### config.mk
export PLATFORM = sky130hd
export DESIGN_NAME = seg7_scan_driver_flat
export DESIGN_NICKNAME = d
export VERILOG_FILES = /design/src/rtl/seg7_scan_driver_if.sv /design/src/rtl/seg7_scan_driver.sv /design/src/flat_wrapper.sv
export SDC_FILE = /design/constraint.sdc
export NUM_CORES = 1
export LEC_CHECK = 0
export ABC_AREA = 1
export BUFFER_PORTS_ARGS = -buffer_cell sky130_fd_sc_hd__buf_2
export CELL_PAD_IN_SITES_DETAIL_PLACEMENT = 1
export CELL_PAD_IN_SITES_GLOBAL_PLACEMENT = 2
export CORE_ASPECT_RATIO = 0.5
export CORE_MARGIN = 2
export CORE_UTILIZATION = 30
export CTS_BUF_LIST = sky130_fd_sc_hd__clkbuf_4 sky130_fd_sc_hd__clkbuf_8
export CTS_CLUSTER_SIZE = 20
export DETAILED_ROUTE_END_ITERATION = 6
export GPL_TIMING_DRIVEN = 1
export PLACE_DENSITY = 0.77
export REMOVE_ABC_BUFFERS = 1
export SLEW_MARGIN = 40
export SYNTH_ARGS = -nofsm -noshare
export SYNTH_HDL_FRONTEND = slang
export SYNTH_SLANG_ARGS = --single-unit
### constraint.sdc
create_clock -name clk -period 2.74 [get_ports clk]
set_input_delay 0.548 -clock clk [delete_from_list [all_inputs] [get_ports clk]]
set_output_delay 0.548 -clock clk [all_outputs]
set_load 0.05 [all_outputs]
### src/rtl/seg7_scan_driver_if.sv
// Bus bundle for the four-digit seven-segment scan driver: frame data load
// side from the host and the multiplexed segment/anode drive toward the display.
interface seg7_scan_driver_if;
    logic        load;
    logic [15:0] digits_in;
    logic [3:0]  dp_in;
    logic [3:0]  blank_in;
    logic        lzs_en;
    logic [7:0]  seg;
    logic [3:0]  an;
    logic        frame_start;

    modport master (
        output load, digits_in, dp_in, blank_in, lzs_en,
        input  seg, an, frame_start
    );

    modport slave (
        input  load, digits_in, dp_in, blank_in, lzs_en,
        output seg, an, frame_start
    );
endinterface

### src/rtl/seg7_scan_driver.sv
// Time-multiplexed driver for a four-digit common-anode seven-segment display
// with double-buffered frame data, blank gaps between digits and leading-zero suppression.
module seg7_scan_driver #(
    parameter int SCAN_DIV  = 50000,
    parameter int BLANK_CYC = 500
) (
    input logic               clk,
    input logic               reset,
    seg7_scan_driver_if.slave bus
);
    localparam int CNT_MAX = (SCAN_DIV > BLANK_CYC) ? SCAN_DIV : BLANK_CYC;
    localparam int CNT_W   = $clog2(CNT_MAX) + 1;
    localparam logic [CNT_W-1:0] SHOW_LAST  = CNT_W'(SCAN_DIV - 1);
    localparam logic [CNT_W-1:0] BLANK_LAST = CNT_W'(BLANK_CYC - 1);

    localparam logic [0:0] ST_BLANK = 1'b0;
    localparam logic [0:0] ST_SHOW  = 1'b1;

    logic [0:0]       state_r, state_nxt_s;
    logic [1:0]       idx_r, idx_nxt_s;
    logic [CNT_W-1:0] cnt_r, cnt_nxt_s;
    logic             xfer_s;

    logic [15:0] act_digits_r, act_digits_nxt_s, pend_digits_r;
    logic [3:0]  act_dp_r, act_dp_nxt_s, pend_dp_r;
    logic [3:0]  act_blank_r, act_blank_nxt_s, pend_blank_r;
    logic        pend_valid_r;

    logic [7:0]  seg_r, seg_nxt_s;
    logic [3:0]  an_r, an_nxt_s;
    logic        frame_start_r;
    logic [3:0]  nib_s;
    logic        supp_s;

    function automatic logic [6:0] seg_decode(input logic [3:0] nib);
        case (nib)
            4'h0:    seg_decode = 7'b0000001;
            4'h1:    seg_decode = 7'b1001111;
            4'h2:    seg_decode = 7'b0010010;
            4'h3:    seg_decode = 7'b0000110;
            4'h4:    seg_decode = 7'b1001100;
            4'h5:    seg_decode = 7'b0100100;
            4'h6:    seg_decode = 7'b0100000;
            4'h7:    seg_decode = 7'b0001111;
            4'h8:    seg_decode = 7'b0000000;
            4'h9:    seg_decode = 7'b0000100;
            4'hA:    seg_decode = 7'b0001000;
            4'hB:    seg_decode = 7'b1100000;
            4'hC:    seg_decode = 7'b0110001;
            4'hD:    seg_decode = 7'b1000010;
            4'hE:    seg_decode = 7'b0110000;
            4'hF:    seg_decode = 7'b0111000;
            default: seg_decode = 7'b1111111;
        endcase
    endfunction

    // Slot sequencer: SHOW/BLANK alternation, digit index advance and frame transfer point.
    always_comb begin
        state_nxt_s = state_r;
        idx_nxt_s   = idx_r;
        cnt_nxt_s   = cnt_r + {{(CNT_W-1){1'b0}}, 1'b1};
        xfer_s      = 1'b0;
        case (state_r)
            ST_SHOW: begin
                if (cnt_r == SHOW_LAST) begin
                    state_nxt_s = ST_BLANK;
                    cnt_nxt_s   = {CNT_W{1'b0}};
                end else begin
                    state_nxt_s = ST_SHOW;
                end
            end
            ST_BLANK: begin
                if (cnt_r == BLANK_LAST) begin
                    state_nxt_s = ST_SHOW;
                    cnt_nxt_s   = {CNT_W{1'b0}};
                    idx_nxt_s   = idx_r + 2'd1;
                    xfer_s      = (idx_r == 2'd3);
                end else begin
                    state_nxt_s = ST_BLANK;
                end
            end
            default: begin
                state_nxt_s = ST_BLANK;
                cnt_nxt_s   = {CNT_W{1'b0}};
            end
        endcase
    end

    // Active frame data only changes when a new frame begins on digit0.
    always_comb begin
        if (xfer_s && pend_valid_r) begin
            act_digits_nxt_s = pend_digits_r;
            act_dp_nxt_s     = pend_dp_r;
            act_blank_nxt_s  = pend_blank_r;
        end else begin
            act_digits_nxt_s = act_digits_r;
            act_dp_nxt_s     = act_dp_r;
            act_blank_nxt_s  = act_blank_r;
        end
    end

    // Output drive computed from next-cycle state so the registers track it with no lag.
    always_comb begin
        nib_s = act_digits_nxt_s[{idx_nxt_s, 2'b00} +: 4];
        case (idx_nxt_s)
            2'd3:    supp_s = (act_digits_nxt_s[15:12] == 4'h0);
            2'd2:    supp_s = (act_digits_nxt_s[15:8] == 8'h00);
            2'd1:    supp_s = (act_digits_nxt_s[15:4] == 12'h000);
            default: supp_s = 1'b0;
        endcase
        supp_s = supp_s & bus.lzs_en;
        if ((state_nxt_s == ST_SHOW) && !act_blank_nxt_s[idx_nxt_s]) begin
            an_nxt_s  = ~(4'b0001 << idx_nxt_s);
            seg_nxt_s = {(supp_s ? 7'b1111111 : seg_decode(nib_s)), ~act_dp_nxt_s[idx_nxt_s]};
        end else begin
            an_nxt_s  = 4'b1111;
            seg_nxt_s = 8'hFF;
        end
    end

    // State, buffers and output registers.
    always_ff @(posedge clk) begin
        if (reset) begin
            state_r       <= ST_BLANK;
            idx_r         <= 2'd3;
            cnt_r         <= {CNT_W{1'b0}};
            act_digits_r  <= 16'h0000;
            act_dp_r      <= 4'h0;
            act_blank_r   <= 4'h0;
            pend_digits_r <= 16'h0000;
            pend_dp_r     <= 4'h0;
            pend_blank_r  <= 4'h0;
            pend_valid_r  <= 1'b0;
            seg_r         <= 8'hFF;
            an_r          <= 4'b1111;
            frame_start_r <= 1'b0;
        end else begin
            state_r       <= state_nxt_s;
            idx_r         <= idx_nxt_s;
            cnt_r         <= cnt_nxt_s;
            act_digits_r  <= act_digits_nxt_s;
            act_dp_r      <= act_dp_nxt_s;
            act_blank_r   <= act_blank_nxt_s;
            seg_r         <= seg_nxt_s;
            an_r          <= an_nxt_s;
            frame_start_r <= xfer_s;
            // A load coinciding with the transfer is kept as the next pending frame.
            if (bus.load) begin
                pend_digits_r <= bus.digits_in;
                pend_dp_r     <= bus.dp_in;
                pend_blank_r  <= bus.blank_in;
                pend_valid_r  <= 1'b1;
            end else if (xfer_s) begin
                pend_valid_r  <= 1'b0;
            end else begin
                pend_valid_r  <= pend_valid_r;
            end
        end
    end

    assign bus.seg         = seg_r;
    assign bus.an          = an_r;
    assign bus.frame_start = frame_start_r;
endmodule

### src/flat_wrapper.sv
// flat-port wrapper written by rule: the top's interface ports become plain ports
module seg7_scan_driver_flat 
#(
    parameter int SCAN_DIV  = 50000,
    parameter int BLANK_CYC = 500
)
  (clk, reset, bus_load, bus_digits_in, bus_dp_in, bus_blank_in, bus_lzs_en, bus_seg, bus_an, bus_frame_start);
  seg7_scan_driver_if bus_i ();
  input logic clk;
  input logic reset;
  input wire logic [$bits(bus_i.load)-1:0] bus_load;
  input wire logic [$bits(bus_i.digits_in)-1:0] bus_digits_in;
  input wire logic [$bits(bus_i.dp_in)-1:0] bus_dp_in;
  input wire logic [$bits(bus_i.blank_in)-1:0] bus_blank_in;
  input wire logic [$bits(bus_i.lzs_en)-1:0] bus_lzs_en;
  output wire logic [$bits(bus_i.seg)-1:0] bus_seg;
  output wire logic [$bits(bus_i.an)-1:0] bus_an;
  output wire logic [$bits(bus_i.frame_start)-1:0] bus_frame_start;
  assign bus_i.load = bus_load;
  assign bus_i.digits_in = bus_digits_in;
  assign bus_i.dp_in = bus_dp_in;
  assign bus_i.blank_in = bus_blank_in;
  assign bus_i.lzs_en = bus_lzs_en;
  assign bus_seg = bus_i.seg;
  assign bus_an = bus_i.an;
  assign bus_frame_start = bus_i.frame_start;
  seg7_scan_driver #(.SCAN_DIV(SCAN_DIV), .BLANK_CYC(BLANK_CYC)) u_core (.clk(clk), .reset(reset), .bus(bus_i));
endmodule
Yosys cells after proc, flatten, opt, wreduce, memory -nomap -nowiden
Memory sizes are Yosys's and may differ from the RTL's. A register that Yosys moved wholly into a read port is not among the register bits. Index checks and enable logic that the tools add are counted.

Eq/ne operators: 6. Mux-type cells: 20. Reductions and logical operators: 9. Order comparisons: 1. Shift-type cells: 2. Add/subtract/negate cells: 2. Bitwise gates (word level): 5.

Operator list (number): 2-to-1 mux 17 bit (2); case mux 17 bit (2 select lines) (1); adder 17 x 1 -> 17 bit, second input constant (1); == test 17 x 16 -> 1 bit, second input constant (1); == test 17 x 9 -> 1 bit, second input constant (1); 2-to-1 mux 16 bit (1); indexed part select 16 x 5 -> 4 bit (1); logical NOT 12 bit (1); logical NOT 8 bit (1); 2-to-1 mux 1 bit (8); 2-to-1 mux 4 bit (2); == test 2 bit, second input constant (3); binary-select mux 1 bit (select 2 bit) (2); logical NOT 4 bit (1); 2-to-1 mux 2 bit (2); inverter 4 bit (1); left shift 1 x 2 -> 4 bit, first input constant (1); < comparator 2 x 3 -> 1 bit, second input constant (1); inverter 1 bit (3); case mux 1 bit (3 select lines) (1); OR reduction 3 bit (1); adder 2 x 1 -> 2 bit, second input constant (1); == test 2 x 1 -> 1 bit, second input constant (1); logical AND 1 bit (2); 5 further kinds (5).

Word-level logic and storage cells: 59. Input port bits: 28. Memories kept: 1. Output and inout bits: 13. Bits in registers: 75. Memory bits (read-only): 112.

Memory list: (no name shown) (words 16, bits a word 7, read ports 1, clocked after memory_dff 1, wr ports 0, RTL line seg7_scan_driver.sv:36) `case (nib)`.

Depth between registers and ports, before layout
Gate-level depths: netlist (run 1).

Depth after elaboration: 11. Gate-level depth with buffers: 19.

Worst setup path after synthesis (run 1)
Ideal clock, no wire load.

Path kind: register to register. From: reg u_core.cnt_r[0]. To: reg u_core.seg_r[4] (netlist: u_core.bus.seg[4]). Setup time: 0.118 ns. Data required time: 2.622 ns. Buffers on the path: 0. Period minus slack after synthesis: 2.406 ns. Setup slack: 0.334 ns. Arrival: 2.287 ns. Stages on the path, launching flop included: 18. Path through: dfxtp_1 -> ha_1 -> inv_1 -> nor2_1 -> nand2_1 -> nor2_4 -> nand3_4 -> xor2_2 -> nor2_4 -> nand2_1 -> nand2_1 -> nor2_4 -> inv_1 -> ha_1 -> o21ai_1 -> nand3_1 -> nand2_1 -> nand2_1.

Cells in the longest elaborated chain, start to end: 11. Elaborated cells on any way between the ends: 27. Classes of those cells: eq/ne (5); shift (1); mux (12); bitwise (2); reduce/logical (7).

Ends and longest elaborated chain: from (decl) (RTL line seg7_scan_driver.sv:21) `logic [CNT_W-1:0] cnt_r, cnt_nxt_s;`; from (signal assigned) (RTL line seg7_scan_driver.sv:126) `cnt_r <= {CNT_W{1'b0}};`; from (signal assigned) (RTL line seg7_scan_driver.sv:140) `cnt_r <= cnt_nxt_s;`; branches (longest 11 deep; another with == test 17 x 9 -> 1 bit); to (decl) (RTL line seg7_scan_driver.sv:29) `logic [7:0] seg_r, seg_nxt_s;`.

Several ways; the timed one is not identified. The select of a mux whose other input is x is not followed. A chain may end at the register's enable or synchronous reset.

Final worst setup path (run 1)
From: reg u_core.cnt_r[8]. To: reg u_core.seg_r[7] (netlist: u_core.bus.seg[7]).

The elaborated chain is that of the path after synthesis.

==> impl_metrics.csv, run 1 <==
group,metric,value,unit
cells_and_area,layout.cells.non_filler,795,
clocking,cts.path.max_buffers,2,
sta,hold_violations,0,
pwr,p_switching,570.2,µW
place,place_congestion,0.7718,
synthesis,synth_warnings,0,
pwr,p_comb_frac,0.048,
place,io_buffers,40,
route,drt_pre_antenna_iters,4,
pwr,sw_frac_of_total,0.2520,
hold_path,min_to,"u_core.pend_blank_r[3]",
synthesis,ys_seq_area_frac,0.4152,
hold_path,holdPathStages,3,
sta,clock.fmax,0.3921,GHz
global_route,grt_pass1_vias,3477,
sta,finalSetupViolations,0,
cells_and_area,antenna_cells,0,
critical_path,worstSetupStartpointType,"register",
route,drc,0,
synthesis,synth-compound-area-share,0.09525,
floorplan,fp.dieH,85.18,µm
pwr,internal_power,1692,µW
synthesis,avgSynthCellArea,7.098,µm²
synthesis,async_reset_ff_frac,0,
clocking,root_buffer,"clkbuf_8",
synthesis,synth_area,3954,µm²
route,drtIter0Drc,164,
synthesis,synth_xor_area_frac,0.01962,
critical_path,cp_cell_sequence,"nand2_1 -> nor2_1 -> nand2_1 -> nor2_2 -> nand4_1 -> buf_4 -> buf_12 -> buf_4 -> nand2_1 -> o21ai_2 -> nand2_1 -> nand2_1 -> inv_1 -> nand2_1 -> ha_1 -> nand2_1 -> nand3_1 -> nand2_1 -> nand2_1",
synthesis,synthSimpleGateAreaFrac,0.3617,
floorplan,die-width,166.4,µm
route,vias_per_cell,4.418,
place,pre_cts_slack,-0.009380,ns
pwr,p_per_area,469.3,nW/µm²
route,dr_total_vias,3512,
sta,worst_slack,0.1898,ns
synthesis,synthFlopType,"dfxtp_1",
critical_path,critPathSlowestCell,"dfxtp_1",
critical_path,ff2ff_setup_slack,0.19,ns
critical_path,critPathMaxStageDelay,0.46,ns
critical_path,critPathKind,"register to register",
clocking,clock_sinks,82,
synthesis,synth_edf_count,0,
critical_path,worstPathArrival,2.80,ns
critical_path,path_common_cell,"nand2_1",
route,wl_per_cell,13.36,µm
sta,relSlewSlack,0.5849,
critical_path,r2r-end,"u_core.bus.seg[7]",
synthesis,synth_top_family_by_area,"simple AND/OR/NAND/NOR gates",
hold_path,hold_start,"bus_blank_in[3]",
clocking,clk_latency,0.36,ns
run,cap_violations,0,
floorplan,coreArea,12770,µm²
synthesis,synthDistinctLibCells,37,
critical_path,reg2regPathDepth,19,
sta,fin_crit_sh,0.9307,
floorplan,initial_utilization,0.3096,
place,place_area,4388,µm²
place,hpwl,7650,µm
cells_and_area,areaGrowthSynthToFinish,21.93,%
sta,rsz0062_at_grt,"yes",
sta,skew,0.009295,ns
cells_and_area,nets,656,
critical_path,worstPathRequired,2.99,ns
pwr,p_seq_frac,0.548,
synthesis,synth_cells,557,
pwr,ir_drop,208.5,µV
global_route,gr-total-overflow,0,
clocking,htree_levels,3,
pwr,leakagePower,0.002092,µW
sta,fin_crit,2.550,ns
floorplan,rows,29,
synthesis,synth_seq_cells,82,
critical_path,rr_startpoint,"u_core.cnt_r[8]",
global_route,grt_usage,0.1550,
clocking,cts_tree,"built",
clocking,clkSlewWorstSetupHoldPaths,0.09,ns
sta,maxSlewViolCount,0,
global_route,grt_pass1_wl,17670,µm
hold_path,hold_class,"input pin to register",
cells_and_area,fin_area,4821,µm²
floorplan,io_pins,41,
critical_path,worst-path-max-fanout,7,
outcome,status,"finished, final reports clean",
clocking,numCtsBuffers,9,
global_route,antenna_found_initial,0,
global_route,grt_max_degree,30,
cells_and_area,drive_gt1_frac,0.2272,
floorplan,die-area,14170,µm²
route,routed_wl,10630,µm
synthesis,yosys.area_share.adder,0.02532,
pwr,clkPwrFrac,0.405,
synthesis,muxShareOfSynthArea,0.002532,
sta,worstMarginPinSlew,0.6210,ns
route,ant_nets,0,
place,dpl.cell_count,763,
critical_path,crit_path_end_kind,"register",
[critical path, delay by kind of cell (launching register included)]
kind            cells  cell delay, ns
flops               1            0.46
fa+ha+maj           1            0.26
buf+inv             4            0.52
compound gates      1            0.05
simple gates       13            1.15
[cells in the mapped netlist (2+ instances only)]
| cell type | number | area, µm² |
|---|---|---|
| a2111oi_0 | 2 | 17.52 |
| a211oi_1 | 3 | 22.52 |
| a21oi_1 | 21 | 105.1 |
| buf_2 | 2 | 10.01 |
| buf_6 | 2 | 22.52 |
| clkbuf_1 | 11 | 41.29 |
| dfxtp_1 | 82 | 1642 |
| ha_1 | 8 | 100.1 |
| inv_1 | 57 | 214.0 |
| inv_2 | 7 | 26.28 |
| nand2_1 | 143 | 536.8 |
| nand2_2 | 10 | 62.56 |
| nand2_4 | 4 | 45.04 |
| nand3_1 | 32 | 160.2 |
| nand3_2 | 3 | 30.03 |
| nand4_1 | 2 | 12.51 |
| nor2_1 | 91 | 341.6 |
| nor2_2 | 4 | 25.02 |
| nor2_4 | 9 | 101.4 |
| nor2_8 | 2 | 40.04 |
| nor4_1 | 2 | 12.51 |
| o21ai_0 | 33 | 165.2 |
| o21ai_1 | 7 | 35.03 |
| or2_2 | 2 | 12.51 |
| xnor2_1 | 2 | 17.52 |
| xor2_1 | 5 | 43.79 |
[cells by family (layout without fill, tap and decap cells)]
family	Yosys count	after routing
muxes	1	1
xor gates and xnor gates	8	8
buffers and inverters	80	148
adders and majority gates	8	8
and+or+nand+nor	309	309
AOI/OAI and AO/OA	69	69
DFF	82	82
[through the flow]
step	hold WS (ns)	power, µW	setup TNS (ns)	util
floorplan	0.4175	1312	-0.7307	-
global placement	0.4316	1371	0	0.3436
detailed placement	0.4433	1373	-0.01778	0.3436
CTS	0.3839	2305	0	0.3595
global route	0.3895	2385	-0.02488	0.3774
finish	0.4007	2262	0	0.3774
[worst max path at each step]
stage               startpoint                end  slack [ns]  cells after the start
6_report       u_core.cnt_r[8]  u_core.bus.seg[7]        0.19                     19
5_1_grt        u_core.cnt_r[0]  u_core.bus.seg[7]       -0.02                     18
4_1_cts        u_core.cnt_r[0]  u_core.bus.seg[2]       0.009                     17
3_5_place_dp   u_core.cnt_r[0]  u_core.bus.seg[1]      -0.009                     19
3_3_place_gp   u_core.cnt_r[0]  u_core.bus.seg[1]        0.07                     19
2_1_floorplan  u_core.cnt_r[0]  u_core.bus.seg[6]       -0.14                     15
[layer usage]
layer | vias up | track usage | wire (µm)
li1 | 1870 | - | -
met1 | 1605 | 0.2277 | 5868
met2 | 31 | 0.2346 | 4482
met3 | 6 | 0.03265 | 208
met4 | 0 | 0.03292 | 65
met5 | - | 0 | 0
[cell type report]
| class | count | area (µm²) |
|---|---|---|
| clock inverter | 7 | 77.57 |
| clock buffer | 9 | 123.9 |
| inverter | 65 | 247.7 |
| timing repair buffer | 67 | 462.9 |
| sequential | 82 | 1647 |
| fill | 1618 | 7951 |
| multi-input combinational | 395 | 2049 |
| tap | 170 | 212.7 |
[layout by cell type, fill, tap and decap left out, drive strengths merged, types with 2 or more instances in the layout]
cell type,count
a2111oi,2
a211oi,3
a21oi,21
buf,65
clkbuf,11
clkinv,4
clkinvlp,2
dfxtp,82
ha,8
inv,65
nand2,157
nand3,36
nand4,3
nor2,106
nor4,2
o21ai,42
or2,2
xnor2,2
xor2,6
[registers in the layout, summed over array words and instances (netlist names)]
register                flops
u_core.cnt_r               17
u_core.act_digits_r        16
u_core.pend_digits_r       16
u_core.bus.seg              8
u_core.act_blank_r          4
u_core.act_dp_r             4
u_core.bus.an               4
u_core.pend_blank_r         4
u_core.pend_dp_r            4
u_core.idx_r                2
u_core.bus.frame_start      1
u_core.pend_valid_r         1
u_core.state_r              1
[power by group through the flow]
stage	combinational [µW]	sequential, µW	clock, µW
final	108	1240	915
after global routing	129	1240	1010
after CTS	108	1240	959
after detailed placement	107	1270	0
after global placement	107	1260	0
after floorplan	51.5	1260	0
[timing repair]
action,CTS,global route
buffers inserted,0,14
hold buffers,0,0
cloned,0,2
setup endpoints to repair,3,12
pin swaps,0,5
resized for setup,1,16
No activity file was read; power rests on OpenSTA's default activity.
==> run 2, diff against run 1 <==
Settings changed: CTS_BUF_LIST sky130_fd_sc_hd__clkbuf_4 sky130_fd_sc_hd__clkbuf_8 to not set.
==> impl_metrics.csv, run 2 (same netlist as run 1, synthesis figures left out) <==
group,metric,value,unit
outcome,status,"finished, final reports clean",
hold_path,hold_class,"input pin to register",
global_route,grt_usage,0.1579,
place,hpwl,7650,µm
pwr,p_per_area,540.6,nW/µm²
cells_and_area,mostFrequentLayoutCells,"nand2_1, nor2_1, dfxtp_1",
global_route,antenna_found_initial,0,
floorplan,io_pins,41,
floorplan,die-area,14170,µm²
place,pre_cts_slack,-0.009380,ns
cells_and_area,fin_area,4791,µm²
critical_path,critPathSlowestCell,"dfxtp_1",
critical_path,reg2regPathDepth,16,
cells_and_area,top_register,"u_core.cnt_r",
clocking,htree_levels,3,
cells_and_area,post-route-util,0.3751,
route,drtIter0Drc,137,
place,dpl.cell_count,763,
critical_path,critPathMaxStageDelay,0.33,ns
cells_and_area,drive_gt1_frac,0.2104,
critical_path,rr_startpoint,"u_core.cnt_r[13]",
pwr,ir_drop,276.5,µV
critical_path,cp_top_family,"simple AND/OR/NAND/NOR gates",
critical_path,path_common_cell,"nand2_1",
place,io_buffers,40,
pwr,p_seq_frac,0.479,
floorplan,die-width,166.4,µm
route,routed_wl,10410,µm
sta,fin_crit_sh,0.9126,
floorplan,rows,29,
sta,fin_crit,2.501,ns
cells_and_area,antenna_cells,0,
global_route,grt_max_degree,30,
cells_and_area,areaGrowthSynthToFinish,21.17,%
hold_path,hold_start,"bus_blank_in[3]",
critical_path,critPathLaunch,"u_core.cnt_r[13]",
route,drt_pre_antenna_iters,4,
floorplan,fp.dieH,85.18,µm
sta,clock.fmax,0.3999,GHz
route,wl_per_cell,13.29,µm
clocking,cts.path.max_buffers,2,
critical_path,worstSetupStartpointType,"register",
sta,hold_violations,0,
floorplan,initial_utilization,0.3096,
global_route,grt_pass1_vias,3451,
cells_and_area,final_common_cell,"nand2_1",
floorplan,coreArea,12770,µm²
place,place_area,4388,µm²
route,drc,0,
critical_path,critPathKind,"register to register",
pwr,internal_power,1978,µW
route,dr_total_vias,3441,
critical_path,worst-path-max-fanout,7,
global_route,gr-total-overflow,0,
cells_and_area,layout.cells.non_filler,783,
run,cap_violations,0,
critical_path,crit_path_end_kind,"register",
sta,finalSetupViolations,0,
clocking,cts_tree,"built",
pwr,p_comb_frac,0.041,
sta,worst_slack,0.2395,ns
cells_and_area,reg.largest.list,"u_core.cnt_r x17, u_core.act_digits_r x16, u_core.pend_digits_r x16",
sta,skew,0.005800,ns
pwr,p_switching,612.3,µW
global_route,grt_pass1_wl,17740,µm
pwr,sw_frac_of_total,0.2364,
sta,worstMarginPinSlew,0.6183,ns
clocking,clk_latency,0.34,ns
critical_path,path_buf_inv,2,
clocking,hold_buffers,0,
cells_and_area,nets,644,
sta,maxSlewViolCount,0,
clocking,clkSlewWorstSetupHoldPaths,0.07,ns
cells_and_area,largest_register_ff_count,17,
clocking,clock_sinks,82,
route,ant_nets,0,
route,vias_per_cell,4.395,
clocking,root_buffer,"clkbuf_16",
hold_path,holdPathStages,3,
critical_path,path_depth,16,
sta,relSlewSlack,0.5866,
critical_path,worstPathRequired,2.97,ns
critical_path,cp_cell_sequence,"nor2_1 -> nand2_1 -> nor2_2 -> nand3_4 -> xor2_2 -> buf_4 -> nor2_4 -> nand2_1 -> nand2_1 -> nor2_4 -> ha_1 -> inv_1 -> nand2_1 -> nand3_1 -> nand2_1 -> nand2_1",
pwr,clkPwrFrac,0.480,
critical_path,worstPathArrival,2.73,ns
place,place_congestion,0.7718,
clocking,numCtsBuffers,9,
pwr,leakagePower,0.002067,µW
==> run 2: cell types whose count changed in the layout (fill, tap and decap cells not counted), sizes merged <==
cell and change:
buf -11, clkbuf -1
==> run 2: area by class of cell <==
class | instances | area (µm²)
multi-input combinational | 395 | 2039
sequential | 82 | 1645
clock inverter | 7 | 77.57
timing repair buffer | 55 | 342.8
tap | 170 | 212.7
fill | 1623 | 7981
inverter | 65 | 247.7
clock buffer | 9 | 225.2
==> run 2: per-stage QoR <==
step | total power [µW] | hold slack (ns) | setup TNS (ns)
after global routing | 2712 | 0.4258 | -0.005459
final | 2590 | 0.4226 | 0
after detailed placement | 1373 | 0.4433 | -0.01778
after floorplan | 1312 | 0.4175 | -0.7307
after CTS | 2634 | 0.4134 | 0
after global placement | 1371 | 0.4316 | 0
==> run 2: power groups by stage <==
stage	sequential [µW]	combinational, µW	clock [µW]
2_1_floorplan	1260	51.5	0
3_3_place_gp	1260	107	0
3_5_place_dp	1270	107	0
4_1_cts	1240	108	1290
5_1_grt	1240	128	1340
6_report	1240	107	1240
==> run 2: path summary, 6_finish.rpt <==
kind | end | slack, ns
max | u_core.bus.seg[4] | 0.24
min reg2reg | u_core.cnt_r[0] | 0.44
max reg2reg | u_core.bus.seg[4] | 0.24
min | u_core.pend_blank_r[3] | 0.42
==> run 2: layer usage <==
| layer | wire length, µm | vias to the layer above | GRT usage | share of wire |
|---|---|---|---|---|
| met5 | 0 | - | 0 | 0 |
| met4 | 137 | 0 | 0.04937 | 0.013 |
| met3 | 316 | 9 | 0.03405 | 0.030 |
| met2 | 4277 | 41 | 0.2335 | 0.41 |
| met1 | 5679 | 1552 | 0.2297 | 0.55 |
| li1 | - | 1839 | - | - |
==> run 2: repair_timing <==
item                                    4_1_cts  5_1_grt
endpoints found under the setup margin        3       12
gates resized for setup                       1       14
pin swaps                                     0        4
cloned                                        0        1
setup buffers                                 0        3
==> run 2: worst min-delay path: stages <==
cell and delay, ns:
buf_2 0.07, nor2_1 0.03, nor2_1 0.08
